`src/rtl/fixedpoint_mul.sv`:
```
// rtl/fixedpoint_mul.sv - iterative signed fixed-point multiplier with saturation.
// Optional: define FIXEDPOINT_MUL_ROUND_EN for round-half-away-from-zero instead of truncation.
module fixedpoint_mul #(
    parameter int WIDTH = 32,
    parameter int FRAC  = 21
) (
    input  logic             clk,
    input  logic             rst,
    input  logic             in_valid,
    output logic             in_ready,
    input  logic [WIDTH-1:0] in_a,
    input  logic [WIDTH-1:0] in_b,
    output logic             out_valid,
    input  logic             out_ready,
    output logic [WIDTH-1:0] out_data,
    output logic             out_ovf
);

    localparam int CW = $clog2(WIDTH + 1);
    localparam int AW = 2 * WIDTH;
    localparam int SW = AW + 1;
    localparam logic [SW-1:0] POS_MAX = (SW'(1) << (WIDTH - 1)) - SW'(1);
    localparam logic [SW-1:0] NEG_MAX = SW'(1) << (WIDTH - 1);

    typedef enum logic [1:0] {
        IDLE,
        BUSY,
        DONE
    } state_t;

    state_t          state;
    state_t          state_next;
    logic [AW-1:0]   acc;
    logic [AW-1:0]   mag_a;
    logic [WIDTH-1:0] mag_b;
    logic            sign;
    logic [CW-1:0]   cnt;
    logic            busy_last;
    logic [WIDTH-1:0] abs_a;
    logic [WIDTH-1:0] abs_b;
    logic [SW-1:0]   rsum;
    logic [SW-1:0]   m;
    logic [WIDTH-1:0] norm_data;
    logic            norm_ovf;

    assign busy_last = (cnt == CW'(WIDTH));
    assign in_ready  = (state == IDLE);

    // Two's-complement negate of the most negative value yields 2^(W-1) as unsigned.
    assign abs_a = in_a[WIDTH-1] ? -in_a : in_a;
    assign abs_b = in_b[WIDTH-1] ? -in_b : in_b;

    always_ff @(posedge clk) begin
        if (rst) begin
            state <= IDLE;
        end else begin
            state <= state_next;
        end
    end

    always_comb begin
        state_next = state;
        unique case (state)
            IDLE: if (in_valid) state_next = BUSY;
            BUSY: if (busy_last) state_next = DONE;
            DONE: if (out_ready) state_next = IDLE;
            default: state_next = IDLE;
        endcase
    end

    always_comb begin
`ifdef FIXEDPOINT_MUL_ROUND_EN
        rsum = {1'b0, acc} + (SW'(1) << (FRAC - 1));
`else
        rsum = {1'b0, acc};
`endif
        m = rsum >> FRAC;
    end

    // Saturate the magnitude against the asymmetric two's-complement range, then apply sign.
    always_comb begin
        norm_data = '0;
        norm_ovf  = 1'b0;
        if (!sign) begin
            if (m > POS_MAX) begin
                norm_data = POS_MAX[WIDTH-1:0];
                norm_ovf  = 1'b1;
            end else begin
                norm_data = m[WIDTH-1:0];
            end
        end else begin
            if (m > NEG_MAX) begin
                norm_data = NEG_MAX[WIDTH-1:0];
                norm_ovf  = 1'b1;
            end else begin
                norm_data = -m[WIDTH-1:0];
            end
        end
    end

    always_ff @(posedge clk) begin
        if (rst) begin
            acc       <= '0;
            mag_a     <= '0;
            mag_b     <= '0;
            sign      <= 1'b0;
            cnt       <= '0;
            out_valid <= 1'b0;
            out_data  <= '0;
            out_ovf   <= 1'b0;
        end else begin
            unique case (state)
                IDLE: begin
                    if (in_valid) begin
                        sign  <= in_a[WIDTH-1] ^ in_b[WIDTH-1];
                        mag_a <= {{WIDTH{1'b0}}, abs_a};
                        mag_b <= abs_b;
                        acc   <= '0;
                        cnt   <= '0;
                    end
                end
                BUSY: begin
                    if (!busy_last) begin
                        // mag_a tracks |a|<<cnt and mag_b[0] tracks bit[cnt] of |b|.
                        if (mag_b[0]) acc <= acc + mag_a;
                        mag_a <= mag_a << 1;
                        mag_b <= mag_b >> 1;
                        cnt   <= cnt + CW'(1);
                    end else begin
                        out_data  <= norm_data;
                        out_ovf   <= norm_ovf;
                        out_valid <= 1'b1;
                    end
                end
                DONE: begin
                    if (out_ready) out_valid <= 1'b0;
                end
                default: ;
            endcase
        end
    end

endmodule

```
`config.mk`:
```
export PLATFORM = sky130hd
export DESIGN_NAME = fixedpoint_mul
export DESIGN_NICKNAME = d
export VERILOG_FILES = /design/src/rtl/fixedpoint_mul.sv
export SDC_FILE = /design/constraint.sdc
export NUM_CORES = 1
export LEC_CHECK = 0
export ABC_AREA = 1
export BUFFER_PORTS_ARGS = -buffer_cell sky130_fd_sc_hd__buf_2
export CORE_UTILIZATION = 50
export CTS_CLUSTER_SIZE = 14
export DETAILED_ROUTE_END_ITERATION = 16
export PLACE_DENSITY = 0.68
export RECOVER_POWER = 50
export REMOVE_ABC_BUFFERS = 1
export SLEW_MARGIN = 25
export SYNTH_ARGS = -nofsm -noshare
export SYNTH_HDL_FRONTEND = slang
export SYNTH_SLANG_ARGS = --single-unit
export TNS_END_PERCENT = 30
```
`constraint.sdc`:
```
create_clock -name clk -period 3.2 [get_ports clk]
set_input_delay 0.32 -clock clk [delete_from_list [all_inputs] [get_ports clk]]
set_output_delay 0.32 -clock clk [all_outputs]
set_load 0.01 [all_outputs]
```
==> impl_results.md <==
- Hold path depth: 3
- Die Span Y: 184.6 um
- Worst Hold Class: in -> reg
- CTS Buf Count: 26
- Syn Inst Count: 2915
- Fin area: 18400 um^2
- Residual DRC: 0
- Post-DP HPWL: 45.30 mm
- H-tree depth: 1
- Post-Route Skew: 0.01424 ns
- Setup Buffers After CTS: 0
- Min-Delay Endpoint: mag_b[0]
- CTS clk-pin slew, worst paths: 0.06 ns
- Pwr Density: 382.8 nW/um^2
- Drt initial violations: 1497
- Gr usage total: 33.82%
- Post-synth top area share: 24.37%
- Syn Area/Cell: 5.720 um^2
- ANT cells: 0
- Final min period: 2.743 ns
- Synth top area cells: dfxtp_1 (24%), nand2_1 (21%), inv_1 (9.9%), a21oi_1 (8.6%), nand3_1 (6.2%)
- Reg2Reg Depth: 7
- Total Power: 7044 uW
- Hold-fix buffers, CTS: 0
- WL final: 57.99 mm
- CP Data Arrival Time: 3.12 ns
- Core area: 32700 um^2
- 1st-pass router iterations: 6
- Setup WS post-layout: 0.4569 ns
- Via density: 5.394
- Nets: 3113
- CP Max Fanout: 36
- Util after Layout: 56.27%
- Final period util: 85.72%
- Final Hold Vio Count: 0
- Clock sink total: 203
- Seq cells post-synth: 203
- CTS Buffer Depth: 3
- Vias in the first global route: 16750
- Pleak: 0.009288 uW
- TritonCTS clock tree: built
- Sequential fraction of the synthesis area: 24.37%
- Die Area: 34080 um^2
- Port Buf Inserts: 102
- Hold wc startpoint: in_b[0]
- Synthesis-to-layout area growth: 10.35%
- Max-cap violations: 0
- Io pins: 103
- Root Buffer: clkbuf_16
- Crit Reg-Reg Endpoint: mag_a[1]
- Total gr overflow: 0
- Crit path launch: state[0]
- Kind of critical path: reg -> reg
- Yosys top cell by area: dfxtp_1
- Top sig layer: met4
- Nature of the critical path endpoint: flip-flop
- Status: finished, final reports clean
- CP Data Required Time: 3.58 ns
- DR WL met2: 25.73 mm
- First-pass GRT wire length: 90.27 mm
- Hold Slack: 0.09806 ns
- Post-Syn Area: 16670 um^2
- Die width: 184.6 um
- Initial Utilization: 50.99%
- Site Rows: 66
- Largest net degree at the start of global routing: 96
- Post-CTS resize count: 0
- Max VDD drop: 0.3730 mV
- DR WL/cell: 16.88 um
- Later-pin clock latency in the skew report: 0.54 ns
- RD Place Congestion: 1.005
- Library cells used by synthesis: 51
- Unrepaired setup endpoints after global routing: no
- Reg2reg setup slack: 0.46 ns
- WL met3: 4.265 mm
- Placed instance area: 17500 um^2
- Initial antenna violation count: 0
- Filler Cell Count: 3475
- Reg-to-Reg Start: state[0]
- Warnings, synthesis: 0
- Slew Limit Fails: 0
- Final Setup Violations: 0
- Met1 WL: 26.09 mm
- Rel. slew slack: 26.22%
- Place WS: 0.7442 ns
- DR vias: 18530
- Measured slew at the worst slew-check pin: 1.106 ns
- Final ANT Viol Nets: 0
- Startpoint types: flip-flop
- Layout cells sized above 1: 7.114%
- Max Freq: 364.5 MHz
-- logic make-up after synthesis --
logic type               share of synthesized area [%]
XOR/XNOR                                         1.943
AND/OR/NAND/NOR                                  39.86
buffers and inverters                            12.77
flip-flops                                       24.37
adder cells (fa/ha/maj)                          5.298
AO/OA/AOI/OAI                                    15.76
-- how the worst max path moves through the flow --
stage / slack [ns] / endpoint
after floorplan: -2.99 / out_data[20]
after global placement: 0.78 / acc[55]
after detailed placement: 0.74 / acc[58]
after CTS: 0.73 / acc[58]
after global routing: 0.25 / mag_a[3]
final: 0.46 / mag_a[1]
-- routing by layer --
metal  vias to the layer above  GRT usage [%]
li1                       9378              -
met1                      8362          46.18
met2                       684          55.29
met3                       109          3.339
met4                         0          11.60
met5                         -              0
-- metrics by stage --
step / std cells / TNS [ns]
after floorplan: 2824 / -227.57
final: 3436 / 0
after CTS: 3435 / 0
after global routing: 3436 / 0
after global placement: 3388 / 0
after detailed placement: 3388 / 0
-- state kept, by name, indices dropped and copies added, names as in the netlist --
name	flops
acc	64
mag_a	64
mag_b	32
sign	1
out_ovf	1
cnt	6
state	2
out_data	32
out_valid	1
-- critical path, stage by stage (launching register included) --
cell and delay [ns]:
dfxtp_1 0.31, inv_1 0.12, nor2_4 0.10, inv_1 0.81, buf_4 0.54, o211ai_1 0.37
o21ai_0 0.21, a211oi_2 0.09
-- synth_stat cells, drive strengths merged --
cell and number:
o31ai 1, or2 18, a21oi 293, xor2 32, nor3 53, nor4 7
and3 3, dfxtp 203, a31oi 5, o21bai 6, o211ai 25, nor2 283
xnor2 5, clkinv 1, clkbuf 55, and2 3, a211oi 4, buf 36
nor3b 2, nand2 944, ha 69, a21o 3, fa 1, nand3 215
nand3b 12, a21boi 1, o21ai 152, inv 454, nand4 29
-- cell usage in the layout, fill, tap and decap left out, types with 4 or more instances in the layout --
cell type	n
nand3_1	206
xor2_1	32
a21oi_1	287
a31oi_1	5
nand4_1	29
nand3b_1	12
o211ai_2	5
inv_1	443
nand2_1	938
or2_2	14
clkbuf_16	27
ha_1	69
o211ai_1	20
nor2_2	11
clkinvlp_4	4
nor4_1	7
buf_4	20
xnor2_1	5
a21oi_2	6
nor3_2	5
bufinv_16	5
nor3_1	47
buf_2	66
dfxtp_1	203
nor2_4	7
nor2_1	263
o21ai_0	146
nand2_2	4
nand3_2	8
clkbuf_1	38
o21ai_1	5
inv_2	10
o21bai_1	6
-- where the power goes --
group	switching [uW]	internal, uW	leakage, uW
logic	746	331	0.00719
registers	95.5	2640	0.00165
clock network	1220	2010	0.000449
total	2060	4980	0.00929
-- layout make-up --
cell class / instances / area, um^2 / share of cell area, %
multi-input combinational: 2166 / 10490 / 57.00
inverter: 455 / 1710 / 9.296
clock buffer: 33 / 728.2 / 3.958
clock inverter: 14 / 216.5 / 1.176
tap: 442 / 553.0 / 3.006
timing repair buffer: 123 / 639.4 / 3.475
sequential: 203 / 4064 / 22.09
(Power assumes the default switching activity.)
